==> src/rtl/demon_baby_link_pkg.sv <==
// Shared definitions for the demon_baby nibble-serial command link.
// Used by both the host-side transmitter and the core-side receiver so
// the framing constants and error encodings cannot drift apart.
//   link_state_t   : handshake FSM states
//   SYNC_NIBBLE    : first nibble of every frame
//   FRAME_NIBBLES  : nibbles per frame (sync, 2x opcode, 4x payload, checksum)
//   ERR_*          : err_code values reported by the transmitter
//   frame_checksum : XOR of the seven data-bearing nibbles
package demon_baby_link_pkg;

  typedef enum logic [1:0] {
    ST_IDLE,
    ST_SETUP,
    ST_WAIT_HI,
    ST_WAIT_LO
  } link_state_t;

  localparam logic [3:0]  SYNC_NIBBLE   = 4'hA;
  localparam int unsigned FRAME_NIBBLES = 8;

  localparam logic [1:0] ERR_NONE  = 2'b00;
  localparam logic [1:0] ERR_TO_HI = 2'b01;
  localparam logic [1:0] ERR_TO_LO = 2'b10;
  localparam logic [1:0] ERR_ABORT = 2'b11;

  function automatic logic [3:0] frame_checksum(input logic [7:0]  op,
                                                input logic [15:0] pay);
    return SYNC_NIBBLE ^ op[7:4] ^ op[3:0] ^
           pay[15:12] ^ pay[11:8] ^ pay[7:4] ^ pay[3:0];
  endfunction

endpackage

==> src/rtl/demon_baby_sync.sv <==
// Multi-flop synchronizer for a single asynchronous level signal.
// Reused by the receiver for stb; here it brings rx_ack into clk.
//   clk : destination clock
//   rst : synchronous active-high reset, clears the chain to 0
//   d   : asynchronous input
//   q   : synchronized output, SYNC_STAGES cycles behind d
module demon_baby_sync #(
  parameter int unsigned SYNC_STAGES = 2
) (
  input  logic clk,
  input  logic rst,
  input  logic d,
  output logic q
);

  logic [SYNC_STAGES-1:0] chain;

  always_ff @(posedge clk) begin
    if (rst) begin
      chain <= '0;
    end else begin
      chain <= {chain[SYNC_STAGES-2:0], d};
    end
  end

  assign q = chain[SYNC_STAGES-1];

endmodule

==> src/rtl/demon_baby_cmd_tx.sv <==
// Host-side command transmitter for the demon_baby nibble-serial port.
// Frames one opcode+payload command as 8 nibbles (sync, opcode, payload,
// checksum) and sends each with a four-phase stb/ack handshake, aborting
// on a per-phase timeout or on request.
//   clk, rst         : clock, synchronous active-high reset
//   start            : send request, accepted only while busy=0
//   opcode, payload  : command, captured on the accepted start
//   abort            : cancel the frame in progress (ignored when idle)
//   busy             : frame in progress
//   done, err        : one-cycle end-of-frame pulses (success / failure)
//   err_code         : failure cause, held until the next accepted start
//   tx_data, tx_stb  : nibble and strobe driven to the link
//   rx_ack           : asynchronous acknowledge from the receiver
module demon_baby_cmd_tx
  import demon_baby_link_pkg::*;
#(
  parameter int unsigned MAX_COUNT   = 100000,
  parameter int unsigned SYNC_STAGES = 2
) (
  input  logic        clk,
  input  logic        rst,
  input  logic        start,
  input  logic [7:0]  opcode,
  input  logic [15:0] payload,
  input  logic        abort,
  output logic        busy,
  output logic        done,
  output logic        err,
  output logic [1:0]  err_code,
  output logic [3:0]  tx_data,
  output logic        tx_stb,
  input  logic        rx_ack
);

  localparam int unsigned CNT_W    = $clog2(MAX_COUNT + 1);
  localparam logic [2:0]  LAST_IDX = 3'(FRAME_NIBBLES - 1);

  link_state_t       state;
  logic              setup_phase;
  logic [2:0]        idx;
  logic [CNT_W-1:0]  wait_cnt;
  logic [7:0]        op_q;
  logic [15:0]       pay_q;
  logic [3:0]        csum_q;
  logic [3:0]        nib;
  logic              ack_s;
  logic              timeout;
  logic              fail_now;
  logic [1:0]        fail_code;

  demon_baby_sync #(.SYNC_STAGES(SYNC_STAGES)) u_ack_sync (
    .clk (clk),
    .rst (rst),
    .d   (rx_ack),
    .q   (ack_s)
  );

  always_comb begin
    nib = '0;
    case (idx)
      3'd0: nib = SYNC_NIBBLE;
      3'd1: nib = op_q[7:4];
      3'd2: nib = op_q[3:0];
      3'd3: nib = pay_q[15:12];
      3'd4: nib = pay_q[11:8];
      3'd5: nib = pay_q[7:4];
      3'd6: nib = pay_q[3:0];
      3'd7: nib = csum_q;
      default: nib = '0;
    endcase
  end

  // The counter was cleared on entry to the wait state, so the edge that
  // sees MAX_COUNT-1 is the MAX_COUNT-th edge of waiting.
  assign timeout = (wait_cnt == CNT_W'(MAX_COUNT - 1));

  // Abort outranks a same-cycle ack edge or timeout.
  always_comb begin
    fail_now  = 1'b0;
    fail_code = ERR_NONE;
    if (state != ST_IDLE && abort) begin
      fail_now  = 1'b1;
      fail_code = ERR_ABORT;
    end else if (state == ST_WAIT_HI && !ack_s && timeout) begin
      fail_now  = 1'b1;
      fail_code = ERR_TO_HI;
    end else if (state == ST_WAIT_LO && ack_s && timeout) begin
      fail_now  = 1'b1;
      fail_code = ERR_TO_LO;
    end
  end

  always_ff @(posedge clk) begin
    if (rst) begin
      state       <= ST_IDLE;
      setup_phase <= 1'b0;
      idx         <= '0;
      wait_cnt    <= '0;
      op_q        <= '0;
      pay_q       <= '0;
      csum_q      <= '0;
      busy        <= 1'b0;
      done        <= 1'b0;
      err         <= 1'b0;
      err_code    <= ERR_NONE;
      tx_data     <= '0;
      tx_stb      <= 1'b0;
    end else begin
      done <= 1'b0;
      err  <= 1'b0;
      if (fail_now) begin
        tx_stb   <= 1'b0;
        tx_data  <= '0;
        err      <= 1'b1;
        err_code <= fail_code;
        busy     <= 1'b0;
        state    <= ST_IDLE;
      end else begin
        case (state)
          ST_IDLE: begin
            if (start) begin
              op_q        <= opcode;
              pay_q       <= payload;
              csum_q      <= frame_checksum(opcode, payload);
              idx         <= '0;
              setup_phase <= 1'b0;
              busy        <= 1'b1;
              err_code    <= ERR_NONE;
              state       <= ST_SETUP;
            end
          end
          // Two cycles: drive the nibble, then raise the strobe, so the
          // data is stable on the link for a full cycle before stb.
          ST_SETUP: begin
            if (!setup_phase) begin
              tx_data     <= nib;
              setup_phase <= 1'b1;
            end else begin
              tx_stb   <= 1'b1;
              wait_cnt <= '0;
              state    <= ST_WAIT_HI;
            end
          end
          ST_WAIT_HI: begin
            if (ack_s) begin
              tx_stb   <= 1'b0;
              wait_cnt <= '0;
              state    <= ST_WAIT_LO;
            end else begin
              wait_cnt <= wait_cnt + 1'b1;
            end
          end
          ST_WAIT_LO: begin
            if (!ack_s) begin
              if (idx == LAST_IDX) begin
                done  <= 1'b1;
                busy  <= 1'b0;
                state <= ST_IDLE;
              end else begin
                idx         <= idx + 3'd1;
                setup_phase <= 1'b0;
                state       <= ST_SETUP;
              end
            end else begin
              wait_cnt <= wait_cnt + 1'b1;
            end
          end
          default: state <= ST_IDLE;
        endcase
      end
    end
  end

endmodule

==> config.mk <==
export PLATFORM = sky130hd
export DESIGN_NAME = demon_baby_cmd_tx
export DESIGN_NICKNAME = d
export VERILOG_FILES = /design/src/rtl/demon_baby_link_pkg.sv /design/src/rtl/demon_baby_sync.sv /design/src/rtl/demon_baby_cmd_tx.sv
export SDC_FILE = /design/constraint.sdc
export NUM_CORES = 1
export LEC_CHECK = 0
export ABC_AREA = 1
export CAP_MARGIN = 30
export CORE_MARGIN = 3
export CORE_UTILIZATION = 38
export DETAILED_ROUTE_END_ITERATION = 7
export SYNTH_ARGS = -nofsm -noshare
export SYNTH_HDL_FRONTEND = slang
export SYNTH_SLANG_ARGS = --single-unit
==> constraint.sdc <==
create_clock -name clk -period 4.4 [get_ports clk]
set_input_delay 0.88 -clock clk [delete_from_list [all_inputs] [get_ports clk]]
set_output_delay 0.88 -clock clk [all_outputs]
set_load 0.05 [all_outputs]
After elaboration in Yosys (flattened, before gate mapping) --
Cells that the tools add are included.
Cells by class: add/subtract/negate cells 2, equal/unequal tests 18, multiplexer cells 37, bitwise logic cells 9, reduce and logical (&&, ||, !) cells 26
Operators with widths (count):
- $mux W17 | 3
- $pmux W17 S3 | 1
- $pmux W4 S8 | 1
- $mux W2 | 10
- $xor A4 B4 Y4 | 5
- $add A17 B1 Y17 const B | 1
- $eq A17 B17 Y1 const B | 1
- $mux W1 | 14
- $eq A3 B3 Y1 const B | 4
- $reduce_and A4 Y1 | 3
- $reduce_and A5 Y1 | 2
- $reduce_bool A2 Y1 | 5
- $mux W3 | 3
- $ne A2 B2 Y1 const B | 4
- $pmux W2 S4 | 1
- $eq A3 B2 Y1 const B | 2
- $ne A2 B1 Y1 const B | 3
- $pmux W3 S2 | 1
- $reduce_and A3 Y1 | 2
- $reduce_bool A3 Y1 | 2
- $logic_and A1 B1 Y1 | 5
- $eq A2 B2 Y1 const B | 2
- $pmux W1 S2 | 2
- $reduce_and A2 Y1 | 2
- other kinds (11) | 13
Storage, ports and cells: register bits 63, bits of input ports 29, output and inout port bits 10, word-level logic and storage cells 106

Logic depth before layout (Yosys ltp) --
depth after elaboration 8, mapped depth 13, depth with buffers taken out 12

Cells and area by module --
Synthesis repeated with hierarchy kept, for this count alone.
Second synthesis, totals: cell total of the unflattened synthesis 526, area, all modules 3544.6 um^2
Modules (own cells, without submodules):
- demon_baby_cmd_tx | times used 1, cells each 520, area each 3489.6 um^2, seq. area each 1221.2 um^2
- demon_baby_sync | times used 1, cells each 6, area each 55.1 um^2, seq. area each 40.0 um^2

Least setup slack after synthesis --
Ideal clock, no wire load.
path kind input to register, start in abort, end reg csum_q[2], library setup time 0.109 ns, arrival 1.718 ns, setup slack 2.573 ns, stages 7, cells stage by stage nand2_1 -> nand2_8 -> nor2_4 -> buf_6 -> nand2_2 -> nand2_1 -> nor2_2
Between the ends: longest elaborated chain between the ends 4
RTL lines:
- from (decl) | RTL line demon_baby_cmd_tx.sv:25 | input logic abort,
- $logic_and A1 B1 Y1 | RTL line demon_baby_cmd_tx.sv:81 | if (state != ST_IDLE && abort) begin
- $mux W1 | RTL line demon_baby_cmd_tx.sv:81
- $not A1 Y1 (no source line)
- $reduce_and A3 Y1 (no source line)
- to (signal assigned) | RTL line demon_baby_cmd_tx.sv:124 | csum_q <= frame_checksum(opcode, payload);
- to (decl) | RTL line demon_baby_cmd_tx.sv:44 | logic [3:0] csum_q;
Every way passes these cells. A chain may end at the register's enable or synchronous reset.

Final worst setup path --
start in abort, end reg pay_q[15]
Between the ends: longest elaborated chain between the ends 4
RTL lines:
- $logic_and A1 B1 Y1 | RTL line demon_baby_cmd_tx.sv:81
- $mux W1 | RTL line demon_baby_cmd_tx.sv:81
- $not A1 Y1 (no source line)
- $reduce_and A3 Y1 (no source line)
- to (signal assigned) | RTL line demon_baby_cmd_tx.sv:123 | pay_q <= payload;
- to (decl) | RTL line demon_baby_cmd_tx.sv:43 | logic [15:0] pay_q;
Every way passes these cells.

==> reports/metrics.yaml <==
drt:
  totalWireLength_um: 9420
  drt_pre_antenna_iters: 4
  avgRoutedWirePerCell_um: 11.6
  vias: 3682
  via_per_inst: 4.55
  drc: 0
  detail_route.iter0.violations: 234
  ant_nets: 0
clock_tree:
  cts_root_buffer: "sky130_fd_sc_hd__clkbuf_8"
  clock_tree_from_tritoncts: "done"
  number_of_buffers_inserted_by_post_cts_setup_repair: 0
  htreeDepth: 3
  clockBufferDepth: 2
  clkTransAtPathRegs_ns: 0.07
  clkSinkCount: 63
  clkLatencyLatePin_ns: 0.36
  ctsResizeCount: 0
  postCtsHoldBufs: 0
  cts-buffers-inserted: 9
run:
  drv_cap: 0
placement:
  dp_worst_setup_slack_ns: 1.40
  dp.final_hpwl_um: 6750
  placed_area_mm2: 0.00455
  io_buffer_count: 38
  placed_cells: 793
  gp_congestion: 0.922
global_routing:
  grt_overflow_total: 0
  grt_pass1_vias: 3476
  grt_max_degree: 45
  grt_antenna_before_repair: 0
  grt_pass1_wl_um: 15700
  groute.usage.overall: 0.166
pwr:
  share_comb_of_total_power: 0.491
  clock_power_share: 0.205
  power.internal_mw: 1.45
  vdd.ir_drop.worst_mv: 0.319
  swShare: 0.449
  netSwitchingPower_mw: 1.18
  leakage_nw: 2.24
  powerDensity_mw_per_mm2: 552
  seq_power_share: 0.304
critical_path:
  worstSetupEndpointType: "flop"
  reg2reg_to: "pay_q[15]"
  critPathKind: "in2reg"
  crit_chain: "clkdlybuf4s50_1 > nand2_1 > nand2_8 > nor2_4 > nand2_1 > nand2_1 > nor2_1"
  timing.critical_path.arrival_ns: 2.91
  timing.critical_path.slowest_cell_delay_ns: 0.70
  r2r-start: "state[0]"
  worst_r2r_path_depth: 10
  critical_path_peak_fanout: 28
  cpMaxStageDelayCell: "sky130_fd_sc_hd__nor2_4"
  required_ns: 4.65
  ff2ff_setup_slack_ns: 1.79
  critical-path-top-cell-by-count: "sky130_fd_sc_hd__nand2_1"
  critPathLaunchType: "input port"
synthesis:
  postSynthCellCount: 631
  ys_seq_area_frac: 0.308
  synth_async_sr_flop_share: 0
  synth_flop_cell: "sky130_fd_sc_hd__dfxtp_1"
  synth_nets: 672
  area_leader_netlist: "sky130_fd_sc_hd__dfxtp_1"
  most_common_cell_in_the_netlist: "sky130_fd_sc_hd__nand2_1"
  ys_seq_elements: 63
  synth-edff-count: 0
  synthTopCellsByArea: "sky130_fd_sc_hd__dfxtp_1 (31%), sky130_fd_sc_hd__nand2_1 (14%), sky130_fd_sc_hd__inv_1 (9.9%)"
  ys_types: 38
  synth.cell_area_mm2: 0.00410
  synth_warnings: 0
  post_synth.cell_area_avg_um2: 6.50
  synthDominantCellAreaShare: 0.308
  synth_top_cells_by_count: "sky130_fd_sc_hd__nand2_1 (151), sky130_fd_sc_hd__inv_1 (108), sky130_fd_sc_hd__nor2_1 (66)"
floorplanning:
  coreArea_mm2: 0.0104
  die-area_mm2: 0.0121
  fp.dieH_um: 110
  ioPinCount: 39
  die_w_um: 110
  start_util: 0.394
  row_count: 37
worst_hold_path:
  worst_hold_path_class: "reg2reg"
  hold-path-endpoint: "u_ack_sync.chain[1]"
  min_path_cells: 2
  hold_path_startpoint: "u_ack_sync.chain[0]"
sta:
  fin_skew_ns: 0.0114
  max_slew.worst_pin.slew_ns: 0.898
  finalHoldViolCount: 0
  maxSlewViolCount: 0
  setup_viol_count_final: 0
  final.setup.tns_ns: 0
  final.min_clock_period_ns: 2.66
  layout_worst_path_cycle_share: 0.604
  final.setup.worst_slack_ns: 1.74
  rsz0062_at_grt: "no"
  clock.fmax_mhz: 376
  maxSlewHeadroom: 0.400
cells_and_area:
  final_layout_size_suffix_gt1_frac: 0.149
  sequential_cell_area_mm2: 0.00126
  number_of_non_filler_instances_in_the_completed_layout: 809
  syn_to_final_growth_pct: 16.2
  antenna-diode-count: 0
  design_area_mm2: 0.00476
  multi_input_comb_area_mm2: 0.00221
  layout.nets: 709
  num-fill-cells: 1099
run_status:
  outcome: "finished clean"
==> cell type report <==
class,instances,share of cell area
multi-input combinational,418,0.464
sequential,63,0.265
inverter,136,0.108
timing repair buffer,40,0.0838
tap,136,0.0357
clock buffer,13,0.0355
clock inverter,3,0.00841
==> routing by layer <==
layer  global-route usage  share of wire  routed length (µm)  vias to the layer above
li1                     -              -                   -                     1975
met1                0.199           0.47                4420                     1628
met2                0.282           0.48                4490                       63
met3               0.0435          0.038                 355                       16
met4               0.0614          0.016                 150                        0
met5                    0              0                   0                        -
==> power groups by stage <==
stage / Combinational [mW] / Clock (mW) / Sequential [mW]
3_5_place_dp: 1.29 / 0 / 0.813
2_1_floorplan: 0.996 / 0 / 0.863
4_1_cts: 1.30 / 0.557 / 0.801
3_3_place_gp: 1.25 / 0 / 0.809
5_1_grt: 1.47 / 0.578 / 0.816
6_report: 1.29 / 0.541 / 0.799
==> worst max-delay path: cells and delay by family <==
| family | cells | cell delay, ns |
|---|---|---|
| buffers and inverters | 1 | 0.43 |
| and+or+nand+nor | 6 | 1.57 |
==> flip-flops by register name (all words and copies together), names as in the netlist, 2 cells and up <==
signal            cells
wait_cnt             17
state                 2
u_ack_sync.chain      2
tx_data               4
pay_q                16
csum_q                4
idx                   3
err_code              2
op_q                  8
==> logic make-up (layout without fill, tap and decap cells) <==
| logic type | after synthesis | in the layout | synth area share |
|---|---|---|---|
| and+or+nand+nor | 344 | 344 | 0.403 |
| buffers and inverters | 150 | 192 | 0.153 |
| DFF | 63 | 63 | 0.308 |
| AOI/OAI and AO/OA | 48 | 48 | 0.0693 |
| xor gates and xnor gates | 14 | 14 | 0.0299 |
| adders and majority gates | 12 | 12 | 0.0366 |
==> layout by cell type (no fill, tap or decap), types with 2 or more instances in the layout <==
master,count
sky130_fd_sc_hd__dfxtp_1,63
sky130_fd_sc_hd__nand4_1,18
sky130_fd_sc_hd__ha_1,12
sky130_fd_sc_hd__xor2_1,10
sky130_fd_sc_hd__a21oi_1,18
sky130_fd_sc_hd__o22ai_1,6
sky130_fd_sc_hd__clkinv_1,21
sky130_fd_sc_hd__o211ai_1,3
sky130_fd_sc_hd__clkbuf_8,12
sky130_fd_sc_hd__o21ai_1,2
sky130_fd_sc_hd__clkdlybuf4s50_1,38
sky130_fd_sc_hd__clkinv_2,2
sky130_fd_sc_hd__nor3_1,8
sky130_fd_sc_hd__nand3_1,23
sky130_fd_sc_hd__o21ai_0,13
sky130_fd_sc_hd__inv_1,108
sky130_fd_sc_hd__nor2_4,2
sky130_fd_sc_hd__nand2_8,2
sky130_fd_sc_hd__or2_2,4
sky130_fd_sc_hd__inv_2,6
sky130_fd_sc_hd__nor2_1,66
sky130_fd_sc_hd__nor4_1,2
sky130_fd_sc_hd__xnor2_1,4
sky130_fd_sc_hd__nor2_2,22
sky130_fd_sc_hd__o31ai_1,2
sky130_fd_sc_hd__nand2_2,40
sky130_fd_sc_hd__nand3_4,2
sky130_fd_sc_hd__nand2_1,151
==> per-stage QoR <==
step / power (mW) / util / hold slack, ns
after CTS: 2.66 / 0.457 / 0.413
final: 2.63 / 0.457 / 0.407
after detailed placement: 2.10 / 0.437 / 0.405
after global placement: 2.06 / 0.436 / 0.396
after floorplan: 1.86 / - / 0.388
after global routing: 2.87 / 0.457 / 0.420
==> worst max-delay path by stage <==
stage	from	to	slack, ns	depth (start not counted)
after CTS	abort	op_q[4]	1.78	7
after global routing	state[0]	op_q[7]	1.59	10
final	abort	pay_q[15]	1.74	7
after detailed placement	abort	op_q[4]	1.40	7
after floorplan	abort	csum_q[2]	2.57	7
after global placement	abort	op_q[4]	1.40	7
Power figures use the tool's default switching activity.
